**src/rtl/task_8_pkg.sv**
```systemverilog
// Shared definitions for the task_8 result-output path: frame FSM states and sizing defaults.
package task_8_pkg;

    localparam int unsigned NUM_WORDS_DEF = 243;
    localparam int unsigned DEPTH_DEF     = 2 ** $clog2(NUM_WORDS_DEF);

    typedef enum logic [1:0] {
        s_IDLE,
        s_COLLECT,
        s_STREAM,
        s_DONE
    } state_e;

endpackage

```
**src/rtl/task_8_out_mem.sv**
```systemverilog
// Frame buffer: simple dual-port RAM, synchronous write, asynchronous read, no reset.
module task_8_out_mem #(
    parameter int unsigned DATA_WIDTH = 8,
    parameter int unsigned DEPTH      = 256,
    localparam int unsigned AW        = (DEPTH > 1) ? $clog2(DEPTH) : 1
) (
    input  logic                  i_clk,
    input  logic                  i_we,
    input  logic [AW-1:0]         i_waddr,
    input  logic [DATA_WIDTH-1:0] i_wdata,
    input  logic [AW-1:0]         i_raddr,
    output logic [DATA_WIDTH-1:0] o_rdata
);

    logic [DATA_WIDTH-1:0] mem [DEPTH];

    always_ff @(posedge i_clk) begin
        if (i_we) begin
            mem[i_waddr] <= i_wdata;
        end
    end

    assign o_rdata = mem[i_raddr];

endmodule

```
**src/rtl/task_8_out.sv**
```systemverilog
// Store-and-forward result framer: buffers a whole result frame, then streams it out with
// valid/ready handshaking and pulses o_output_last once the final word has been handed off.
module task_8_out
    import task_8_pkg::*;
#(
    parameter int unsigned DATA_WIDTH = 8,
    parameter int unsigned NUM_WORDS  = NUM_WORDS_DEF,
    parameter int unsigned DEPTH      = 2 ** $clog2(NUM_WORDS)
) (
    input  logic                  i_clk,
    input  logic                  i_rst_n,
    input  logic                  i_data_valid,
    input  logic [DATA_WIDTH-1:0] i_data,
    input  logic                  i_data_last,
    output logic                  o_in_ready,
    output logic                  o_tvalid,
    output logic [DATA_WIDTH-1:0] o_tdata,
    output logic                  o_tlast,
    input  logic                  i_tready,
    output logic                  o_output_last,
    output logic                  o_overflow
);

    localparam int unsigned AW = $clog2(DEPTH);
    localparam int unsigned CW = AW + 1;
    localparam logic [CW-1:0] FULL_COUNT = CW'(DEPTH);

    state_e          state_q;
    logic [AW-1:0]   wr_ptr_q;
    logic [AW-1:0]   rd_ptr_q;
    logic [CW-1:0]   count_q;
    logic            overflow_q;

    logic            collecting;
    logic            accept;
    logic            full;
    logic            wr_en;
    logic            last_word;
    logic            handshake;

    assign collecting = (state_q == s_IDLE) || (state_q == s_COLLECT);
    // Held low while reset is asserted even though the FSM already sits in s_IDLE.
    assign o_in_ready = i_rst_n && collecting;
    assign accept     = o_in_ready && i_data_valid;
    assign full       = (count_q == FULL_COUNT);
    assign wr_en      = accept && !full;

    assign last_word     = ({1'b0, rd_ptr_q} == (count_q - CW'(1)));
    assign o_tvalid      = (state_q == s_STREAM);
    assign o_tlast       = o_tvalid && last_word;
    assign handshake     = o_tvalid && i_tready;
    assign o_output_last = (state_q == s_DONE);
    assign o_overflow    = overflow_q;

    always_ff @(posedge i_clk or negedge i_rst_n) begin
        if (!i_rst_n) begin
            state_q    <= s_IDLE;
            wr_ptr_q   <= '0;
            rd_ptr_q   <= '0;
            count_q    <= '0;
            overflow_q <= 1'b0;
        end else begin
            if (wr_en) begin
                wr_ptr_q <= wr_ptr_q + 1'b1;
                count_q  <= count_q + 1'b1;
            end
            if (accept && full) begin
                overflow_q <= 1'b1;
            end
            if (handshake) begin
                rd_ptr_q <= rd_ptr_q + 1'b1;
            end
            case (state_q)
                s_IDLE, s_COLLECT: begin
                    // A dropped word carrying last still closes the frame.
                    if (accept) begin
                        state_q <= i_data_last ? s_STREAM : s_COLLECT;
                    end
                end
                s_STREAM: begin
                    if (handshake && last_word) begin
                        state_q <= s_DONE;
                    end
                end
                s_DONE: begin
                    state_q  <= s_IDLE;
                    wr_ptr_q <= '0;
                    rd_ptr_q <= '0;
                    count_q  <= '0;
                end
                default: state_q <= s_IDLE;
            endcase
        end
    end

    task_8_out_mem #(
        .DATA_WIDTH (DATA_WIDTH),
        .DEPTH      (DEPTH)
    ) u_mem (
        .i_clk   (i_clk),
        .i_we    (wr_en),
        .i_waddr (wr_ptr_q),
        .i_wdata (i_data),
        .i_raddr (rd_ptr_q),
        .o_rdata (o_tdata)
    );

endmodule

```
**config.mk**
```make
export PLATFORM = sky130hd
export DESIGN_NAME = task_8_out
export DESIGN_NICKNAME = d
export VERILOG_FILES = /design/src/rtl/task_8_pkg.sv /design/src/rtl/task_8_out_mem.sv /design/src/rtl/task_8_out.sv
export SDC_FILE = /design/constraint.sdc
export NUM_CORES = 2
export LEC_CHECK = 0
export ABC_AREA = 0
export BUFFER_PORTS_ARGS = -buffer_cell sky130_fd_sc_hd__buf_2
export CORE_MARGIN = 2
export CORE_UTILIZATION = 40
export CTS_CLUSTER_DIAMETER = 80
export DETAILED_ROUTE_END_ITERATION = 10
export GPL_TIMING_DRIVEN = 0
export MAX_ROUTING_LAYER = met4
export PLACE_DENSITY = 0.54
export SETUP_SLACK_MARGIN = 0.1
export SYNTH_ARGS = -nofsm -noshare
export SYNTH_HDL_FRONTEND = slang
export SYNTH_SLANG_ARGS = --single-unit
```
**constraint.sdc**
```tcl
create_clock -name i_clk -period 2.7 [get_ports i_clk]
set_input_delay 0.135 -clock i_clk [delete_from_list [all_inputs] [get_ports i_clk]]
set_output_delay 0.135 -clock i_clk [all_outputs]
set_load 0.01 [all_outputs]
```
Word-level counts from Yosys, hierarchy flattened

Memory sizes are Yosys's and may differ from the RTL's.
Index checks and enable logic that the tools add are counted.

Flip-flop bits (word level): 28
Word-level logic and storage cells: 43
RAM bits: 2048
Memories: 1
Input bits: 13
Output and inout bits: 13

Add/sub/neg operators: 4
Muxes and demuxes: 12
Eq/ne operators: 7
Reductions and logical operators: 14

Memory list:

| name      | depth | bits a word | read ports | clocked after Yosys merged registers in | write ports | RTL line             | text |
|---|---|---|---|---|---|---|---|
| u_mem.mem | 256   | 8           | 1          | 0                                       | 1           | task_8_out_mem.sv:15 | `logic [DATA_WIDTH-1:0] mem [DEPTH];` |

Operators with widths:

| operator              | number |
|---|---|
| $mux W8               | 4 |
| $mux W9               | 2 |
| $add A8 B1 Y8 const B | 2 |
| $add A9 B1 Y9 const B | 1 |
| $eq A8 B9 Y1          | 1 |
| $eq A9 B9 Y1 const B  | 1 |
| $sub A9 B1 Y9 const B | 1 |
| $logic_and A1 B1 Y1   | 7 |
| $mux W2               | 3 |
| $pmux W2 S3           | 1 |
| $eq A2 B2 Y1 const B  | 2 |
| $reduce_bool A2 Y1    | 2 |
| $eq A2 B1 Y1 const B  | 1 |
| $logic_not A2 Y1      | 1 |
| $mux W1               | 2 |
| $ne A2 B1 Y1 const B  | 1 |
| $ne A2 B2 Y1 const B  | 1 |
| $reduce_and A2 Y1     | 1 |
| $reduce_or A2 Y1      | 1 |
| $logic_not A1 Y1      | 1 |
| $logic_or A1 B1 Y1    | 1 |

Depth between registers and ports, before layout

Depth in word-level cells: 7
Gate-level depth with buffers: 12
Mapped depth without buffers: 8

Modules after synthesis

Synthesis repeated with hierarchy kept, for this count alone.

Cells, all modules: 3907
Area, all modules: 81097.8 um^2

By module, submodules not included:

| module         | times used | cells an instance | area an instance (um^2) | seq. area each (um^2) |
|---|---|---|---|---|
| task_8_out_mem | 1          | 3725              | 79396.1                 | 61499.0 |
| task_8_out     | 1          | 182               | 1701.6                  | 700.7 |

Worst setup path after synthesis

Ideal clock, no wire load.

Kind: reg2reg
From: register count_q[0]
To: memory u_mem.mem[202][0], enable pin
Clock period less this slack: 2.597 ns
Path buffers: 1
Setup time: 0.370 ns
Path slack: 0.103 ns
Cell stages (with the launch flop): 8
Arrival time: 2.227 ns
Required time: 2.330 ns
Path through: dfrtp_1 inv_1 ha_1 a41oi_1 nor3b_1 nand3_1 buf_2 nor2_1

Longest elaborated chain between the ends: 5

Ends and longest elaborated chain:

| element                       | RTL line             | text |
|---|---|---|
| from (decl)                   | task_8_out.sv:31     | `logic [CW-1:0] count_q;` |
| from (signal assigned)        | task_8_out.sv:65     | `count_q <= count_q + 1'b1;` |
| $eq A9 B9 Y1                  | task_8_out.sv:45     | `assign full = (count_q == FULL_COUNT);` |
| $logic_not A1 Y1              | task_8_out.sv:46     | `assign wr_en = accept && !full;` |
| $logic_and A1 B1 Y1           | task_8_out.sv:46     |  |
| $mux W1                       | task_8_out_mem.sv:18 | `if (i_we) begin` |
| $mux W1 (implied by the code) | task_8_out_mem.sv:19 | `mem[i_waddr] <= i_wdata;` |
| to (decl)                     | task_8_out_mem.sv:15 |  |

No other way between the ends.

Worst setup path after layout

From: register rd_ptr_q[0]
To: output port o_tdata[2]

Longest elaborated chain between the ends: 1

Ends and longest elaborated chain:

| element                | RTL line         | text |
|---|---|---|
| from (decl)            | task_8_out.sv:30 | `logic [AW-1:0] rd_ptr_q;` |
| from (signal assigned) | task_8_out.sv:71 | `rd_ptr_q <= rd_ptr_q + 1'b1;` |
| $mem_v2 Z256 W8        | --               |  |
| to (decl)              | task_8_out.sv:17 | `output logic [DATA_WIDTH-1:0] o_tdata,` |

No other way between the ends.

==> metrics <==
status=finished, violations left; violated checks=negative setup slack; GPL Wtd Cong=roughly 0.93; Cell Rows=165; Netlist cell types=65; yosys warns=0; DRC errors left=0; crit share post-route=161%; Setup TNS=-15.10 ns; Critical Path Start=rd_ptr_q[0]; RSZ-0062 raised after global routing=yes; Starting Density=between 40% and 50%; Synth Instances=3936; FFs w/ async S/R, synth=roughly 1.3%; Post-synth EDFFs=2048; CP Data Arrival Time=about 4.2 ns; critical hold path startpoint=i_data_last; CP Max Fanout=7; router iterations before antenna repair=6; Slew Limit Headroom=2.35%; WL final=just over 300000 um; Tot GR Track Use=30.1%; Die Span Y=454 um; Vias/cell=6.32; worst r2r src=wr_ptr_q[7]; clock root buffer=clkbuf_16; vias=46867; DP HPWL=between 150000 and 200000 um; clk_skew=0.0347 ns; Die Wd=approximately 450 um; pins over their slew limit=0; Most used DFF post-synth=edfxtp_1; Syn Nets=about 4000; antenna viol nets, final=0; syn_area_per_cell=roughly 21 um2; clock latency on the worst-skew pair=0.87 ns; hold depth=5; peak supply drop=0.000717 V; die area=about 210000 um2; Slew @ Worst Pin=1.46 ns; grt ovf=0; Final Worst Setup Slack=-1.65 ns; Syn-to-layout area delta=26.4%; Hold EP=state_q[0]; leakage power=31.8 nW; register area share after synthesis=76.7%; pin count of the biggest net entering global routing=roughly 140; nature of the critical path startpoint=flop; Final Hold Vio Count=0; Final #Nets=4590; Clock Path Buffers=3; global-route wire length before repair=roughly 400000 um; max-cap viol count=0; dpl cells=around 6600; Num CTS Buffers=210; #FFs+latches synth=slightly above 2000; CTS Sinks=2076; Tmin final=4.35 ns; share of layout cells above drive strength 1=approximately two fifths; H-tree depth=4; CTS tree=done; critical path class=flop to output port; register clock-pin slew on the reported worst setup and hold paths=~0.060 ns; core area=202000 um2; worst reg2reg setup slack=-0.07 ns; FMAX=230 MHz; Mapped Area=between 80000 and 90000 um2; buffers added on ports=25; # IOs=26; final setup vio count=80; DRT iter0 DRCs=roughly 8000; R2R depth=5; Util after Layout=50.8%; reg-to-reg endpoint=u_mem.mem[56][2]; vias in the first global route=43525; Hold WC Path Type=primary input to flop; initial antenna violation count=9; final cell count without fillers=7421; wire per inst=41.1 um; P per Cell Area=901 nW/um2; Worst setup EP type=output port; WP data required=around 2.6 ns
==> stage by stage <==
step	total power [mW]	cell area, um2	hold WS, ns	setup WS [ns]
2_1_floorplan	47.4	81100	-0.161	0.103
3_3_place_gp	58.1	84600	0.218	-3.57
3_5_place_dp	58.1	85000	0.222	-3.06
4_1_cts	90.5	100000	0.107	-1.56
5_1_grt	93.9	103000	0.219	-1.58
6_report	92.4	103000	0.132	-1.65
==> worst max-delay path, stage by stage, from the launching register on <==
cell and delay (ns):
dfrtp_1 0.36, buf_6 0.17, buf_16 0.18, buf_16 0.18
buf_12 0.13, mux4_2 0.51, mux2_2 0.38, o21ai_1 0.27
a21oi_1 0.11, nor4_4 0.63, nor4_4 0.16, buf_2 0.19
==> cell usage in the layout, fill, tap and decap left out, types with 13 or more instances in the layout <==
cell           synthesis  final
edfxtp_1            2048   2048
mux4_2               423    423
nor2_4                 0    256
clkbuf_16              0    220
buf_4                 13    197
buf_12                10    177
mux2i_1              168    156
a22oi_1              137    118
a21oi_1              110     80
buf_6                 32     70
clkbuf_1              84     61
clkinv_1               0     57
buf_16                 0     56
nand2_1               81     54
buf_8                 15     36
clkbuf_8               0     32
clkinv_2               0     32
nor2_1               293     30
a21oi_2                0     30
o221ai_2               0     28
nand3_1               36     26
clkbuf_4               0     24
buf_2                 75     24
dfrtp_1               28     22
nor3_4                 0     21
a22oi_2                0     19
o22ai_1               34     18
clkbuf_2               1     17
o21ai_0               21     17
nand4_1               16     16
nand2_4                0     15
dlygate4sd3_1          0     15
nor4_4                 0     14
o22ai_2                0     13
a22o_1                14     13
==> report_power, final <==
group          total, mW  internal, mW  switching [mW]
combinational       28.5          11.2            17.4
clock               28.3          15.5            12.8
sequential          35.7          35.6           0.105
total               92.4          62.2            30.2
==> cells by family (layout without fill, tap and decap cells) <==
logic type,count (synthesis),after routing,synth area share [%]
flops,2076,2076,76.7
simple gates,541,541,2.96
other cells,0,5,0
fa+ha+maj,8,8,0.123
xor+xnor,23,23,0.248
compound gates,429,429,3.68
mux,608,608,14.3
buf+inv,251,1059,2.04
==> how the worst max path moves through the flow <==
stage	endpoint	depth (start not counted)	slack [ns]
2_1_floorplan	u_mem.mem[202][0]	7	0.10
3_3_place_gp	o_tdata[1]	9	-3.57
3_5_place_dp	o_tdata[2]	9	-3.06
4_1_cts	o_tdata[4]	13	-1.56
5_1_grt	o_tdata[2]	12	-1.58
6_report	o_tdata[2]	11	-1.65
==> synthesized netlist by cell type, drive strengths merged, types with 3 or more instances <==
library cell | n | area, um2
xor2 | 12 | 105
mux2 | 5 | 56.3
nand3 | 36 | 180
a211oi | 6 | 50.1
inv | 11 | 41.3
a21oi | 110 | 551
a221oi | 16 | 171
and2 | 9 | 56.3
or2 | 5 | 31.3
or3 | 6 | 37.5
a41oi | 3 | 26.3
mux2i | 168 | 1680
clkbuf | 85 | 320
dfrtp | 28 | 701
nor3 | 30 | 150
nor2b | 14 | 87.6
nor3b | 4 | 30.0
nand4 | 16 | 100
and3 | 8 | 50.1
o31ai | 5 | 37.5
mux4 | 435 | 9840
a2111oi | 4 | 35.0
and3b | 5 | 43.8
nand2b | 7 | 43.8
o22ai | 34 | 213
o221ai | 42 | 368
ha | 8 | 100
a31oi | 11 | 68.8
o211ai | 8 | 60.1
buf | 155 | 1300
o32ai | 3 | 26.3
nor4 | 21 | 138
xnor2 | 11 | 96.3
edfxtp | 2048 | 61500
a22oi | 137 | 1030
o21ai | 24 | 120
nand2 | 81 | 304
a22o | 14 | 123
nor2 | 294 | 1110
==> sequential cells by signal (all words and copies together), names as in the netlist <==
name and flops:
rd_ptr_q 8, count_q 9, wr_ptr_q 8, u_mem.mem 2048, state_q 2, o_overflow 1
==> area by class of cell <==
class / instances / area (um2)
Fill cell: 15896 / 99400
Sequential cell: 2076 / 62200
Multi-Input combinational cell: 1609 / 21300
Timing Repair Buffer: 425 / 5560
Clock buffer: 269 / 5520
Buffer: 236 / 3530
Tap cell: 2672 / 3340
Clock inverter: 118 / 978
Inverter: 11 / 46.3
Antenna cell: 5 / 12.5
==> metal layers <==
metal | routed length, um | share of wire (%) | track usage [%]
met2 | 137000 | 45 | 43.8
met3 | 35200 | 12 | 6.65
met1 | 116000 | 38 | 40.8
met4 | 16800 | 5.5 | 13.1
met5 | 0 | 0 | -
==> repair_timing <==
| action | CTS | global route |
|---|---|---|
| setup endpoints to repair | 2066 | 1798 |
| gates resized for setup | 1278 | 183 |
| hold buffers | 16 | 0 |
| buffers inserted | 234 | 126 |
| pin swaps | 157 | 99 |
| hold endpoints to repair | 972 | 0 |
| gates cloned | 4 | 6 |
Power figures use the tool's default switching activity.
